$ cat config.mk
export PLATFORM = sky130hd
export DESIGN_NAME = rng_stim_bank
export DESIGN_NICKNAME = d
export VERILOG_FILES = /design/src/rtl/rng_pkg.sv /design/src/rtl/lfsr_cell.sv /design/src/rtl/rng_stim_bank.sv
export SDC_FILE = /design/constraint.sdc
export NUM_CORES = 1
export LEC_CHECK = 0
export ABC_AREA = 1
export BUFFER_PORTS_ARGS = -buffer_cell sky130_fd_sc_hd__buf_2
export CELL_PAD_IN_SITES_DETAIL_PLACEMENT = 2
export CELL_PAD_IN_SITES_GLOBAL_PLACEMENT = 2
export CORE_UTILIZATION = 25
export DETAILED_ROUTE_END_ITERATION = 16
export PLACE_DENSITY_LB_ADDON = 0.05
export SYNTH_ARGS = -nofsm -noshare
export SYNTH_HDL_FRONTEND = slang
export SYNTH_SLANG_ARGS = --single-unit
$ cat constraint.sdc
create_clock -name clk -period 1.3 [get_ports clk]
set_input_delay 0.26 -clock clk [delete_from_list [all_inputs] [get_ports clk]]
set_output_delay 0.26 -clock clk [all_outputs]
set_load 0.005 [all_outputs]
$ cat src/rtl/rng_pkg.sv
`default_nettype none
// +--------------------------------------------------------------------------+
// | Package : rng_pkg                                                        |
// | Purpose : Shared types and helpers for rng_stim_bank: mode/state enums,  |
// |           maximal-length Galois tap table, seed derivation and the       |
// |           XOR-fold helpers used by the MISR and the signature pins.      |
// | Rev     : 1.0  initial release                                           |
// +--------------------------------------------------------------------------+
package rng_pkg;

   // Widest result bus fold32 can compact; callers zero-extend up to this.
   localparam int unsigned FOLD_MAX = 1024;

   typedef enum logic [1:0] {
      MODE_FREE   = 2'b00,
      MODE_HOLD   = 2'b01,
      MODE_STEP   = 2'b10,
      MODE_RESEED = 2'b11
   } mode_e;

   typedef enum logic [0:0] {
      ST_LOAD = 1'b0,
      ST_RUN  = 1'b1
   } state_e;

   // Right-shift Galois feedback masks; bit (width-1) is always set.
   function automatic logic [31:0] lfsr_taps(input int unsigned width);
      case (width)
         2:       return 32'h0000_0003;
         3:       return 32'h0000_0006;
         4:       return 32'h0000_000C;
         5:       return 32'h0000_0014;
         6:       return 32'h0000_0030;
         7:       return 32'h0000_0060;
         8:       return 32'h0000_00B8;
         9:       return 32'h0000_0110;
         10:      return 32'h0000_0240;
         11:      return 32'h0000_0500;
         12:      return 32'h0000_0829;
         13:      return 32'h0000_100D;
         14:      return 32'h0000_2015;
         15:      return 32'h0000_6000;
         16:      return 32'h0000_D008;
         17:      return 32'h0001_2000;
         18:      return 32'h0002_0400;
         19:      return 32'h0004_0023;
         20:      return 32'h0009_0000;
         21:      return 32'h0014_0000;
         22:      return 32'h0030_0000;
         23:      return 32'h0042_0000;
         24:      return 32'h00E1_0000;
         25:      return 32'h0120_0000;
         26:      return 32'h0200_0023;
         27:      return 32'h0400_0013;
         28:      return 32'h0900_0000;
         29:      return 32'h1400_0000;
         30:      return 32'h2000_0029;
         31:      return 32'h4800_0000;
         32:      return 32'h8020_0003;
         default: return 32'h0000_0000;
      endcase
   endfunction

   // Channel k seed: (base + 2k) masked to width; zero is forced to 1 so a
   // channel can never sit in the LFSR lock-up state.
   function automatic logic [31:0] chan_seed(input int unsigned base,
                                             input int unsigned k,
                                             input int unsigned width);
      logic [31:0] mask;
      logic [31:0] v;
      mask = (width >= 32) ? 32'hFFFF_FFFF : ((32'd1 << width) - 32'd1);
      v    = (base + 2 * k) & mask;
      return (v == 32'd0) ? 32'd1 : v;
   endfunction

   // XOR of all 32-bit chunks of a zero-padded bus.
   function automatic logic [31:0] fold32(input logic [FOLD_MAX-1:0] d);
      logic [31:0] r;
      r = '0;
      for (int c = 0; c < int'(FOLD_MAX / 32); c++) begin
         r ^= d[c*32 +: 32];
      end
      return r;
   endfunction

   // XOR of n-bit chunks of m (upper chunk zero-padded); result in low n bits.
   function automatic logic [31:0] fold_n(input logic [31:0] m, input int n);
      logic [31:0] r;
      r = '0;
      for (int i = 0; i < 32; i++) begin
         r[i % n] = r[i % n] ^ m[i];
      end
      return r;
   endfunction

endpackage : rng_pkg
`default_nettype wire

$ cat src/rtl/lfsr_cell.sv
`default_nettype none
// +--------------------------------------------------------------------------+
// | Module  : lfsr_cell                                                      |
// | Purpose : One right-shift Galois LFSR register with seed load, advance   |
// |           enable and an XOR inject port (zero for stimulus channels,     |
// |           the folded result bus when used as a MISR).                    |
// | Ports   : clk, reset (sync, active-low), load, adv, inject[WIDTH],       |
// |           value[WIDTH] (current register contents)                       |
// | Rev     : 1.0  initial release                                           |
// +--------------------------------------------------------------------------+
module lfsr_cell
   import rng_pkg::*;
#(
   parameter int unsigned           WIDTH = 32,
   parameter logic [WIDTH-1:0]      SEED  = '0
) (
   input  logic             clk,
   input  logic             reset,
   input  logic             load,
   input  logic             adv,
   input  logic [WIDTH-1:0] inject,
   output logic [WIDTH-1:0] value
);

   localparam logic [WIDTH-1:0] TAPS = WIDTH'(lfsr_taps(WIDTH));

   logic [WIDTH-1:0] lfsr_d;
   logic [WIDTH-1:0] lfsr_q;

   always_comb begin
      lfsr_d = lfsr_q;
      if (load) begin
         lfsr_d = SEED;
      end else if (adv) begin
         lfsr_d = ((lfsr_q >> 1) ^ (lfsr_q[0] ? TAPS : '0)) ^ inject;
      end
   end

   always_ff @(posedge clk) begin
      if (!reset) begin
         lfsr_q <= SEED;
      end else begin
         lfsr_q <= lfsr_d;
      end
   end

   assign value = lfsr_q;

endmodule : lfsr_cell
`default_nettype wire

$ cat src/rtl/rng_stim_bank.sv
`default_nettype none
// +--------------------------------------------------------------------------+
// | Module  : rng_stim_bank                                                  |
// | Purpose : NUM_CH Galois LFSR stimulus channels (free/hold/step/reseed)   |
// |           plus a 32-bit MISR that compacts a wide result bus into a      |
// |           SIG_WIDTH-pin signature, so OOC designs keep their logic.      |
// | Ports   : clk, reset (sync, active-low), mode[2], step,                  |
// |           random_bus[NUM_CH*CH_WIDTH], valid, adv_count[16],             |
// |           misr_in[MISR_IN_WIDTH], misr_en, signature[SIG_WIDTH]          |
// | Rev     : 1.0  initial release                                           |
// +--------------------------------------------------------------------------+
module rng_stim_bank
   import rng_pkg::*;
#(
   parameter int unsigned NUM_CH        = 4,
   parameter int unsigned CH_WIDTH      = 32,
   parameter int unsigned SEED_BASE     = 3,
   parameter int unsigned MISR_IN_WIDTH = 64,
   parameter int unsigned SIG_WIDTH     = 8
) (
   input  logic                         clk,
   input  logic                         reset,
   input  logic [1:0]                   mode,
   input  logic                         step,
   output logic [NUM_CH*CH_WIDTH-1:0]   random_bus,
   output logic                         valid,
   output logic [15:0]                  adv_count,
   input  logic [MISR_IN_WIDTH-1:0]     misr_in,
   input  logic                         misr_en,
   output logic [SIG_WIDTH-1:0]         signature
);

   mode_e                mode_w;
   state_e               state_d,     state_q;
   logic                 valid_d,     valid_q;
   logic [15:0]          adv_count_d, adv_count_q;
   logic                 step_d,      step_q;
   logic                 rise_d,      rise_q;
   logic [SIG_WIDTH-1:0] sig_d,       sig_q;
   logic                 ch_load;
   logic                 ch_adv;
   logic [FOLD_MAX-1:0]  misr_wide;
   logic [31:0]          misr_m;

   assign mode_w = mode_e'(mode);

   always_comb begin
      state_d     = state_q;
      valid_d     = valid_q;
      adv_count_d = adv_count_q;
      step_d      = step;
      // Only an edge seen while already in STEP is remembered; edges in any
      // other mode are dropped rather than replayed on entry to STEP.
      rise_d      = step & ~step_q & (mode_w == MODE_STEP);
      ch_load     = 1'b0;
      ch_adv      = 1'b0;
      case (state_q)
         ST_LOAD: begin
            state_d = ST_RUN;
            valid_d = 1'b1;
         end
         ST_RUN: begin
            case (mode_w)
               MODE_FREE:   ch_adv = 1'b1;
               MODE_HOLD:   ch_adv = 1'b0;
               MODE_STEP:   ch_adv = rise_q;
               MODE_RESEED: begin
                  ch_load     = 1'b1;
                  state_d     = ST_LOAD;
                  valid_d     = 1'b0;
                  adv_count_d = '0;
               end
               default:     ch_adv = 1'b0;
            endcase
         end
         default: state_d = ST_LOAD;
      endcase
      if (ch_adv) begin
         adv_count_d = adv_count_q + 16'd1;
      end
   end

   always_ff @(posedge clk) begin
      if (!reset) begin
         state_q     <= ST_LOAD;
         valid_q     <= 1'b0;
         adv_count_q <= '0;
         step_q      <= 1'b0;
         rise_q      <= 1'b0;
         sig_q       <= '0;
      end else begin
         state_q     <= state_d;
         valid_q     <= valid_d;
         adv_count_q <= adv_count_d;
         step_q      <= step_d;
         rise_q      <= rise_d;
         sig_q       <= sig_d;
      end
   end

   for (genvar k = 0; k < int'(NUM_CH); k++) begin : g_ch
      lfsr_cell #(
         .WIDTH (CH_WIDTH),
         .SEED  (CH_WIDTH'(chan_seed(SEED_BASE, k, CH_WIDTH)))
      ) u_cell (
         .clk    (clk),
         .reset  (reset),
         .load   (ch_load),
         .adv    (ch_adv),
         .inject ('0),
         .value  (random_bus[k*CH_WIDTH +: CH_WIDTH])
      );
   end

   always_comb begin
      misr_wide                      = '0;
      misr_wide[MISR_IN_WIDTH-1:0]   = misr_in;
   end

   // MISR is cleared only by reset; RESEED leaves it alone.
   lfsr_cell #(
      .WIDTH (32),
      .SEED  (32'd0)
   ) u_misr (
      .clk    (clk),
      .reset  (reset),
      .load   (1'b0),
      .adv    (misr_en),
      .inject (fold32(misr_wide)),
      .value  (misr_m)
   );

   assign sig_d = SIG_WIDTH'(fold_n(misr_m, int'(SIG_WIDTH)));

   assign valid      = valid_q;
   assign adv_count  = adv_count_q;
   assign signature  = sig_q;

endmodule : rng_stim_bank
`default_nettype wire
==> results of run 1 <==
-- power breakdown --
part	switching, mW	internal, mW	leakage, nW
registers	0.285	6.08	1.55
clock network	2.34	3.11	0.288
logic	1.05	0.921	3.27
total	3.68	10.1	5.11
-- registers in the layout, summed over array words and instances, names as in the netlist --
register and count:
g_ch.u_cell.value 128, u_misr.value 32, adv_count 16, signature 8, rise_q 1, state_q 1
step_q 1, valid 1
-- what timing repair did --
action / CTS / global route
endpoints found under the hold margin: 0 / 0
buffers inserted: 13 / 8
pin swaps: 2 / 6
endpoints found under the setup margin: 148 / 166
cloned: 1 / 3
gates resized for setup: 54 / 82
hold buffers: 0 / 0
-- cell type report --
class | count | area [um2]
Antenna cell | 2 | 5.00
Clock buffer | 20 | 457
Clock inverter | 10 | 141
Fill cell | 3668 | 20000
Inverter | 65 | 259
Multi-Input combinational cell | 768 | 3710
Sequential cell | 188 | 3820
Tap cell | 396 | 495
Timing Repair Buffer | 306 | 2130
Timing Repair inverter | 1 | 8.76
-- per-layer routing --
metal,global-route usage,wire [um],vias up
li1,-,-,3925
met1,0.203,12100,3800
met2,0.303,13700,149
met3,0.0552,1590,15
met4,0.0369,199,4
met5,0,27,-
-- worst register-to-register path, delay by kind of cell, from the launching register on --
kind,cells,cell delay (ps)
flip-flops,1,350
buffers and inverters,4,470
AND/OR/NAND/NOR,4,450
-- synth_stat cells --
| cell type | count |
|---|---|
| nor2_1 | 336 |
| dfxtp_1 | 188 |
| o21ai_0 | 157 |
| nand2_1 | 138 |
| inv_1 | 61 |
| xnor2_1 | 49 |
| a21oi_1 | 29 |
| buf_2 | 17 |
| clkbuf_1 | 16 |
| nand3_1 | 14 |
| xor2_1 | 14 |
| buf_6 | 13 |
| or2_2 | 8 |
| a211oi_2 | 4 |
| buf_1 | 4 |
| nand4_1 | 4 |
| a21oi_2 | 3 |
| buf_4 | 3 |
| buf_8 | 2 |
| inv_2 | 2 |
| o211ai_1 | 2 |
| a21boi_0 | 1 |
| a22oi_1 | 1 |
| clkbuf_2 | 1 |
| clkinv_1 | 1 |
| ha_1 | 1 |
| inv_4 | 1 |
| nand2_4 | 1 |
| nand3_2 | 1 |
| nor2_4 | 1 |
| nor4_1 | 1 |
| o21ai_1 | 1 |
| o31ai_1 | 1 |
| or2_0 | 1 |
-- worst max path at each step --
stage / from / end / slack [ps] / depth (start not counted)
2_1_floorplan: adv_count[0] / adv_count[14] / 60 / 8
3_3_place_gp: mode[1] / g_ch[3].u_cell.value[0] / -120 / 7
3_5_place_dp: adv_count[1] / adv_count[14] / -180 / 8
4_1_cts: rise_q / g_ch[3].u_cell.value[0] / -100 / 7
5_1_grt: state_q / g_ch[3].u_cell.value[23] / -90 / 8
6_report: state_q / g_ch[3].u_cell.value[23] / -30 / 8
-- cells by family (layout without fill, tap and decap cells) --
| family | count (synthesis) | after routing | share of synthesized area |
|---|---|---|---|
| AOI/OAI and AO/OA | 199 | 199 | 0.132 |
| xor gates and xnor gates | 63 | 63 | 0.0693 |
| adders and majority gates | 1 | 1 | 0.00157 |
| buffers and inverters | 121 | 402 | 0.0767 |
| DFF | 188 | 188 | 0.473 |
| other | 0 | 2 | 0 |
| and+or+nand+nor | 505 | 505 | 0.247 |
-- metrics by stage --
step | hold slack [ps] | TNS, ps | setup WS, ps | instances
5_1_grt | 83.9 | -4770 | -92.8 | 1755
3_5_place_dp | 388 | -8120 | -184 | 1704
4_1_cts | 77.9 | -1840 | -95.1 | 1745
2_1_floorplan | 337 | 0 | 62.1 | 1077
6_report | 91.5 | -89.4 | -34.0 | 1756
3_3_place_gp | 381 | -5970 | -118 | 1704
==> results by stage, run 1 <==
Place:
- The placed wire-length estimate after detailed placement is 19900 um.
- The count of buffers from port buffering is 222.
- The standard cell area after detailed placement is 0.00989 mm2.
- At the end of routability-driven placement, the weighted congestion stood at 0.749.

Clock tree:
- Counting the buffers created by CTS gives 17.
- The worst-case clock buffer depth is 2.
- The buffer cell driving the clock tree root is clkbuf_16.
- TritonCTS built the clock tree.
- The number of H-tree branching levels is 4.
- After clock tree synthesis, the clock-pin slew on the worst setup and hold paths is 70 ps.
- The clock sink total is 188.
- The clock reaches the later pin of the worst-skew pair after 440 ps.

Global routing:
- Entering global routing, the biggest net connects 64 pins.
- The number of global-route vias before repair is 8182.
- The total global-route track usage is 0.172.
- The number of antenna violations at the first check in global routing is 4.
- The final global-route overflow total is 0.
- The first global-routing pass estimated 44100 um of wire.

Worst hold path:
- In this run the most critical hold path is launched from step.
- The number of instances on the worst hold path is 3.
- The worst hold path terminates at step_q.
- The path class of the tightest hold or removal check is input port to flip-flop.

STA:
- Between clock sinks in the finished design, the worst skew comes to 10.8 ps.
- The number of setup violations in the final report is 5.
- The max-slew violation count was 0.
- Setup repair after global routing could not meet its margin everywhere.
- The final setup slack of the worst path is -34.0 ps.
- The worst-margin pin slew is 324 ps.
- In the finished design, the share of the clock period the worst path needs comes to 1.03.
- The top achievable clock speed is 0.750 GHz.
- The worst pin sits at a relative slew slack of 0.782.
- The total count of hold-check failures in the final report is 0.
- Counting I/O delays and the setup requirement, the final critical path takes 1330 ps.

Setup path:
- The kind of cell with the highest combined delay along the critical path is buffers and inverters.
- The worst register-to-register path begins at state_q.
- The worst setup path is launched from a flip-flop.
- The worst setup path is captured at a flip-flop.
- By startpoint and endpoint, the worst setup path is classified as flip-flop to flip-flop.
- The internal reg-to-reg setup slack is -30 ps.
- Of all nets on the critical path, the largest fanout is 15.
- In this run the critical register-to-register path is captured at g_ch[3].u_cell.value[23].
- The critical path's slowest cell is dfxtp_2.
- Measured in cells, the most critical reg-to-reg path has a length of 8.
- The number of buffers and inverters on the critical path is 4.
- Data arrives at the worst endpoint at 1710 ps.
- At the worst endpoint, the required time is 1670 ps.
- The largest single stage delay on the critical path is 350 ps.
- Traced cell by cell, the critical path runs through inv_2 > nor2_4 > nand2_8 > clkinv_8 > buf_12 > buf_12 > nor2_1 > nor2_1.

Cells and area:
- Compared with the post-synthesis result, the final layout area differs by 38.6%.
- After the last flow step, the layout net total stands at 1418.
- The post-layout instance area is 0.0110 mm2.
- The leading cell type in the layout, fill and taps excluded is nor2_1.
- The fraction of layout cells with a size suffix above 1 is 0.311.
- In the layout the commonest cells are nor2_1, buf_2, dfxtp_1.
- At the end of the flow the core is filled with cells to 0.356.

Floorplanning:
- The core area is 0.0310 mm2.
- The vertical die dimension is 180 um.
- The initial utilization of the core area, before any placement, comes to 0.257.
- The initialized floorplan defines 64 standard-cell rows.
- The die is 180 um wide.
- The die outline area is 0.0325 mm2.
- The top-level I/O count is 223.

Run status:
- The final reports fail on setup timing.
- The run finished, with violations left.

Synthesis:
- Of the synthesized area, sequential elements account for 0.473.
- Yosys attributes the largest share of cell area to dfxtp_1, nor2_1, o21ai_0.
- The summed instance area of the synthesized netlist is 0.00796 mm2.
- Synthesis produced a netlist whose cell count is 1077.
- After synthesis, the mean cell area works out to 7.39 um2.
- Counting flops and latches in the post-synthesis netlist gives 188.
- Of all cell types, the one taking the most synthesized area is dfxtp_1.
- The synthesized netlist contains 34 unique library cells.
- The post-synth net total is 1148.
- For this run, the number of Yosys warnings is 0.
- The area share of the largest cell type after synthesis is 0.473.

Drt:
- In the routed design, unresolved DRC markers number 0.
- The number of nets with antenna violations after detailed routing is 0.
- In the final routed layout, each cell accounts on average for 15.7 um.
- Wires add up to 27600 um.
- The total number of vias is 7893.
- The detailed-route vias per instance is 4.49.
- The starting DRC count in detailed routing is 280.
- The iteration count of the initial detailed-routing pass is 4.

Power:
- Dividing total power by cell area gives a power density of 1250 mW/mm2.
- The highest ir drop seen on vdd is 0.953 mV.
- The static leakage power is 5.11 nW.
- The design draws 13.8 mW.

Run:
- The max-cap check violation count is 0.
Note: power is estimated with default switching activity, not from simulation.
==> inputs of run 2 (changes only) <==
Clock period 1.3 ns to 1.1 ns, I/O delays scaled along.
==> results by stage, run 2 (synthesized netlist as in run 1, its figures left out) <==
Run status:
- Run status: finished with violations (unchanged).
- Violated checks: setup timing (unchanged).

Clock tree:
- The worst-case clock buffer depth is 2 (unchanged).
- The buffer cell driving the clock tree root is clkbuf_16 (unchanged).
- The CTS tree is yes (unchanged).
- The number of buffers inserted during clock tree synthesis is 17 (unchanged).
- The clock sink total came to 188 (unchanged).
- The clock insertion delay at the later pin of the skew report came to 450 ps (was 440 ps).
- The clock-pin slew of the registers on the worst-case setup and hold paths is 70 ps (about the same).
- The number of H-tree branching levels came to 4 (unchanged).

Drt:
- The DRC violation count after routing is 0 (unchanged).
- The starting DRC count in detailed routing was 248 (was 280).
- The total number of vias is 8401 (was 7893).
- The detailed-route wire length per cell came to 16.8 um (was 15.7 um).
- The detailed-route vias per instance is 4.54 (was 4.49).
- The number of nets with antenna violations after detailed routing is 0 (unchanged).
- The iteration count of the initial detailed-routing pass was 4 (unchanged).
- The post-detailed-routing wire length came to 31200 um (was 27600 um).

Floorplanning:
- The total number of placement rows is 64 (unchanged).
- The vertical die dimension is 180 um (unchanged).
- The die outline area came to 0.0325 mm2 (unchanged).
- The top-level I/O count is 223 (unchanged).
- The core area is 0.0310 mm2 (unchanged).
- The die boundary width is 180 um (unchanged).
- The initial core utilization is 0.257 (unchanged).

STA:
- RSZ-0062 raised after global routing: yes (unchanged).
- The setup total negative slack was -28820 ps (was -89.4 ps).
- The top achievable clock speed was 0.742 GHz (was 0.750 GHz).
- The worst-margin pin slew is 278 ps (was 324 ps).
- The total count of hold-check failures in the final report came to 0 (unchanged).
- The fraction of the cycle the final worst path needs came to 1.22 (was 1.03).
- The max-slew violation count is 0 (unchanged).
- The minimum clock period is 1350 ps (was 1330 ps).
- The worst clock skew is 7.92 ps (was 10.8 ps).
- The final setup slack of the worst path is -247 ps (was -34.0 ps).
- The number of setup violations in the final report was 282 (was 5).
- The worst slew margin relative to its limit is 0.813 (was 0.782).

Setup path:
- The arrival time of data at the critical path endpoint is 1720 ps (was 1710 ps).
- The largest driver fanout on the critical path is 12 (was 15).
- The startpoint type of the worst setup path is a flip-flop (unchanged).
- The category of the critical setup timing path is flip-flop to flip-flop (unchanged).
- The required time reported for the critical path endpoint is 1470 ps (was 1670 ps).
- The kind of end point of the critical path is a flip-flop (unchanged).

Global routing:
- The number of antenna violations at the first check in global routing is 9 (was 4).
- The number of global-route vias before repair is 8337 (was 8182).
- The final global-route overflow total is 0 (unchanged).
- The first-pass GRT wire length is 44800 um (was 44100 um).
- The pin count of the biggest net entering global routing is 60 (was 64).
- The total global-route track usage is 0.175 (was 0.172).

Place:
- The cell count after placement was 1708 (was 1704).
- The worst slack at placement was -265 ps (was -184 ps).
- The count of buffers from port buffering came to 222 (unchanged).
- The placed wire-length estimate after detailed placement was 19300 um (was 19900 um).
- The final weighted congestion in routability-driven placement is 0.719 (was 0.749).

Power:
- The static leakage power was 5.87 nW (was 5.11 nW).
- The highest ir drop seen on vdd is 1.10 mV (was 0.953 mV).
- The power density relative to cell area was 1320 mW/mm2 (was 1250 mW/mm2).

Cells and area:
- The final core utilization came to 0.415 (was 0.356).
- The area overhead of the layout relative to synthesis was 61.6% (was 38.6%).
- The fraction of layout cells with a size suffix above 1 is 0.469 (was 0.311).
- The leading cell type in the layout, fill and taps excluded is nor2_1 (unchanged).
- The number of flip-flops under the largest register name is 128 (unchanged).
- Top library cells by usage in the layout, fill and taps aside: nor2_1, buf_2, dfxtp_2 (was nor2_1, buf_2, dfxtp_1).
- The total number of nets in the final design is 1511 (was 1418).
- The final cell count without fillers was 1852 (was 1756).

Run:
- The max-cap check violation count is 0 (unchanged).

Worst hold path:
- The path type of the worst min-delay path is input port to flip-flop (unchanged).
## run 2: changes by cell type in the layout (fill, tap and decap cells not counted), sizes merged
cell | previous run | this run
buf | 303 | 392
clkbuf | 22 | 28
inv | 65 | 69
bufinv | 3 | 1
clkinv | 6 | 4
bufbuf | 1 | 0
diode | 2 | 3
dlygate4sd3 | 0 | 1
## run 2: path summary, 6_finish.rpt
check	cells past startpoint	start	slack [ps]	endpoint
worst min register to register	1	step_q	400	rise_q
worst min-delay path	2	mode[0]	50	rise_q
worst max register to register	8	state_q	-250	g_ch[0].u_cell.value[16]
worst max-delay path	8	state_q	-250	g_ch[0].u_cell.value[16]
## run 2: worst max-delay path, stage by stage, from the launching register on
cell and delay [ps]:
dfxtp_2 340, inv_2 50, nor2_4 150, nand2_8 120, inv_8 90, buf_12 170
buf_12 150, nor2_1 50, nor2_1 140
## run 2: metal layers
layer / vias to the layer above / GRT usage / part of all wire
met5: - / 0 / 0.0016
met4: 8 / 0.0407 / 0.011
met3: 33 / 0.0554 / 0.052
met2: 147 / 0.301 / 0.51
met1: 4081 / 0.211 / 0.42
li1: 4132 / - / -
## run 2: timing repair
action,4_1_cts,5_1_grt
cloned,4,10
endpoints found under the setup margin,300,305
hold buffers,1,0
buffers inserted,28,68
resized for setup,149,302
pin swaps,15,10
hold endpoints to repair,1,0
## run 2: final cells by class
class / instances / area (um2)
Inverter: 65 / 267
Antenna cell: 3 / 7.51
Fill cell: 3532 / 18100
Clock inverter: 10 / 103
Clock buffer: 22 / 484
Tap cell: 396 / 495
Multi-Input combinational cell: 768 / 3960
Timing Repair Buffer: 399 / 3530
Sequential cell: 188 / 4000
Timing Repair inverter: 1 / 16.3
## run 2: through the flow
step                power, mW  area [um2]  hold slack (ps)
global route             17.9       12900             48.4
global placement         9.88        9960              380
detailed placement       9.95        9960              395
CTS                      16.6       11300             28.1
floorplan                8.95        8040              297
finish                   17.0       12900             48.7
## run 2: power breakdown
group	switching (mW)	total [mW]	leakage [nW]	internal (mW)
combinational	1.48	3.03	3.99	1.55
sequential	0.346	7.56	1.60	7.21
clock	2.97	6.38	0.285	3.41
==> inputs of run 3 (changes only) <==
Settings changed: SKIP_LAST_GASP set to 1.
==> results by stage, run 3 (synthesized netlist as in run 1, its figures left out) <==
Cells and area:
- The area overhead of the layout relative to synthesis was 44.8% (was 61.6%).
- The fraction of layout cells with a size suffix above 1 is 0.332 (was 0.469).
- The total number of nets in the final design was 1442 (was 1511).
- The number of flip-flops under the largest register name was 128 (unchanged).
- The final cell count without fillers is 1783 (was 1852).
- Top library cells by usage in the layout, fill and taps aside: nor2_1, buf_2, dfxtp_1 (was nor2_1, buf_2, dfxtp_2).
- The leading cell type in the layout, fill and taps excluded is nor2_1 (unchanged).

Floorplanning:
- The initial core utilization is 0.257 (unchanged).
- The vertical die dimension is 180 um (unchanged).
- The core area is 0.0310 mm2 (unchanged).
- The top-level I/O count came to 223 (unchanged).
- The total number of placement rows came to 64 (unchanged).
- The die boundary width is 180 um (unchanged).
- The die outline area is 0.0325 mm2 (unchanged).

Setup path:
- The largest driver fanout on the critical path is 7 (was 12).
- The required time reported for the critical path endpoint is 1480 ps (was 1470 ps).
- The critical path's slowest cell is dfxtp_2 (unchanged).
- The kind of end point of the critical path is a flip-flop (unchanged).
- The internal reg-to-reg setup slack is -220 ps (was -250 ps).
- The source of the worst register-to-register timing path was state_q (unchanged).
- The arrival time of data at the critical path endpoint is 1700 ps (was 1720 ps).
- The start point of the critical path was state_q (unchanged).
- Cells along the critical path: inv_2 > nor2_4 > nand2_4 > inv_6 > buf_12 > buf_12 > buf_6 > nand2_4 > a21oi_2 (was inv_2 > nor2_4 > nand2_8 > inv_8 > buf_12 > buf_12 > nor2_1 > nor2_1).
- The critical register-to-register path endpoint is adv_count[9] (was g_ch[0].u_cell.value[16]).
- The depth of the most critical reg-to-reg path is 9 (was 8).
- The capturing element of the worst setup path is adv_count[9] (was g_ch[0].u_cell.value[16]).
- The category of the critical setup timing path is flip-flop to flip-flop (unchanged).
- The startpoint type of the worst setup path was a flip-flop (unchanged).
- The largest incremental delay on the critical path is 340 ps (about the same).

Drt:
- The iteration count of the initial detailed-routing pass is 4 (unchanged).
- The number of nets with antenna violations after detailed routing is 0 (unchanged).
- The post-detailed-routing wire length came to 28900 um (was 31200 um).
- The starting DRC count in detailed routing is 239 (was 248).
- The detailed-route wire length per cell came to 16.2 um (was 16.8 um).
- The detailed-route vias per instance is 4.52 (was 4.54).
- The total number of vias is 8053 (was 8401).
- The DRC violation count after routing was 0 (unchanged).

Clock tree:
- The clock sink total is 188 (unchanged).
- The clock insertion delay at the later pin of the skew report is 440 ps (was 450 ps).
- The worst-case clock buffer depth is 2 (unchanged).
- The buffer cell driving the clock tree root is clkbuf_16 (unchanged).
- The number of H-tree branching levels is 4 (unchanged).
- The clock-pin slew of the registers on the worst-case setup and hold paths is 70 ps (about the same).
- The CTS tree is yes (unchanged).
- The number of buffers inserted during clock tree synthesis is 17 (unchanged).

STA:
- The fraction of the cycle the final worst path needs is 1.20 (was 1.22).
- The final setup slack of the worst path is -218 ps (was -247 ps).
- RSZ-0062 raised after global routing: yes (unchanged).
- The worst clock skew was 6.98 ps (was 7.92 ps).
- The worst-margin pin slew is 274 ps (was 278 ps).
- The number of setup violations in the final report was 293 (was 282).
- The final worst hold slack is 51.5 ps (was 48.7 ps).
- The top achievable clock speed is 0.759 GHz (was 0.742 GHz).
- The total count of hold-check failures in the final report came to 0 (unchanged).
- The minimum clock period is 1320 ps (was 1350 ps).
- The worst slew margin relative to its limit is 0.816 (was 0.813).
- The max-slew violation count was 0 (unchanged).

Place:
- The final weighted congestion in routability-driven placement came to 0.719 (unchanged).
- The placed wire-length estimate after detailed placement is 19300 um (unchanged).
- The cell count after placement came to 1708 (unchanged).
- The count of buffers from port buffering is 222 (unchanged).

Power:
- The power share of the sequential group came to 0.458 (was 0.446).
- The combinational share of power is 0.155 (was 0.178).
- The highest ir drop seen on vdd is 1.09 mV (was 1.10 mV).
- The static leakage power is 5.30 nW (was 5.87 nW).
- The power share of the clock group came to 0.387 (was 0.376).
- The power density relative to cell area is 1420 mW/mm2 (was 1320 mW/mm2).
- The switching power share of the total is 0.280 (was 0.283).
- The switching power was 4.60 mW (was 4.79 mW).
- The design internal power came to 11.8 mW (was 12.2 mW).

Run status:
- Violated checks: setup timing (unchanged).
- Run status: finished with violations (unchanged).

Worst hold path:
- The number of instances on the worst hold path is 2 (unchanged).
- The path type of the worst min-delay path was input port to flip-flop (unchanged).

Global routing:
- The total global-route track usage is 0.175 (about the same).
- The number of global-route vias before repair is 8325 (was 8337).
- The number of antenna violations at the first check in global routing is 9 (unchanged).
- The pin count of the biggest net entering global routing is 60 (unchanged).
- The first-pass GRT wire length was 44800 um (about the same).
- The final global-route overflow total came to 0 (unchanged).

Run:
- The max-cap check violation count came to 0 (unchanged).
## run 3: through the flow
step	instance area [um2]	utilization	setup slack, ps	power (mW)	TNS (ps)
3_3_place_gp	9960	0.322	-213	9.88	-20630
3_5_place_dp	9960	0.322	-265	9.95	-23600
6_report	11500	0.372	-218	16.4	-30720
4_1_cts	11200	0.361	-196	16.6	-34480
2_1_floorplan	8040	-	-50.5	8.95	-1620
5_1_grt	11500	0.372	-307	17.3	-52400
## run 3: metal layers
layer  global-route usage  vias up  part of all wire
li1                     -     3984                 -
met1                0.212     3881              0.44
met2                0.297      153              0.49
met3               0.0554       27             0.054
met4               0.0451        8             0.013
met5                    0        -            0.0018
## run 3: how the worst min path moves through the flow
stage	startpoint	endpoint	slack (ps)
final	mode[0]	rise_q	50
after global placement	step_q	rise_q	380
after floorplan	mode[0]	rise_q	300
after CTS	mode[0]	rise_q	30
after detailed placement	step_q	rise_q	390
after global routing	mode[0]	rise_q	50
## run 3: power groups by stage
stage	clock [mW]	combinational (mW)	sequential [mW]
2_1_floorplan	0	1.32	7.63
3_3_place_gp	0	2.20	7.68
3_5_place_dp	0	2.27	7.68
4_1_cts	6.62	2.47	7.52
5_1_grt	6.88	2.86	7.57
6_report	6.34	2.54	7.51
## run 3: final cells by class
class	instances	area, um2
Multi-Input combinational cell	768	3860
Antenna cell	3	7.51
Timing Repair inverter	1	8.76
Clock inverter	10	103
Clock buffer	22	484
Fill cell	3667	19500
Tap cell	396	495
Timing Repair Buffer	330	2500
Sequential cell	188	3810
Inverter	65	262
## run 3: critical path: cells and delay by family, from the launching register on
family / cells / cell delay, ps
buffers and inverters: 5 / 520
AOI/OAI and AO/OA: 1 / 110
and+or+nand+nor: 3 / 270
DFF: 1 / 340
## run 3: timing repair
action                     CTS  global route
setup endpoints to repair  300           305
gates cloned                 4             5
hold buffers                 1             0
setup buffers               28             3
resized for setup           98            62
hold endpoints to repair     1             0
pin swaps                    6            10
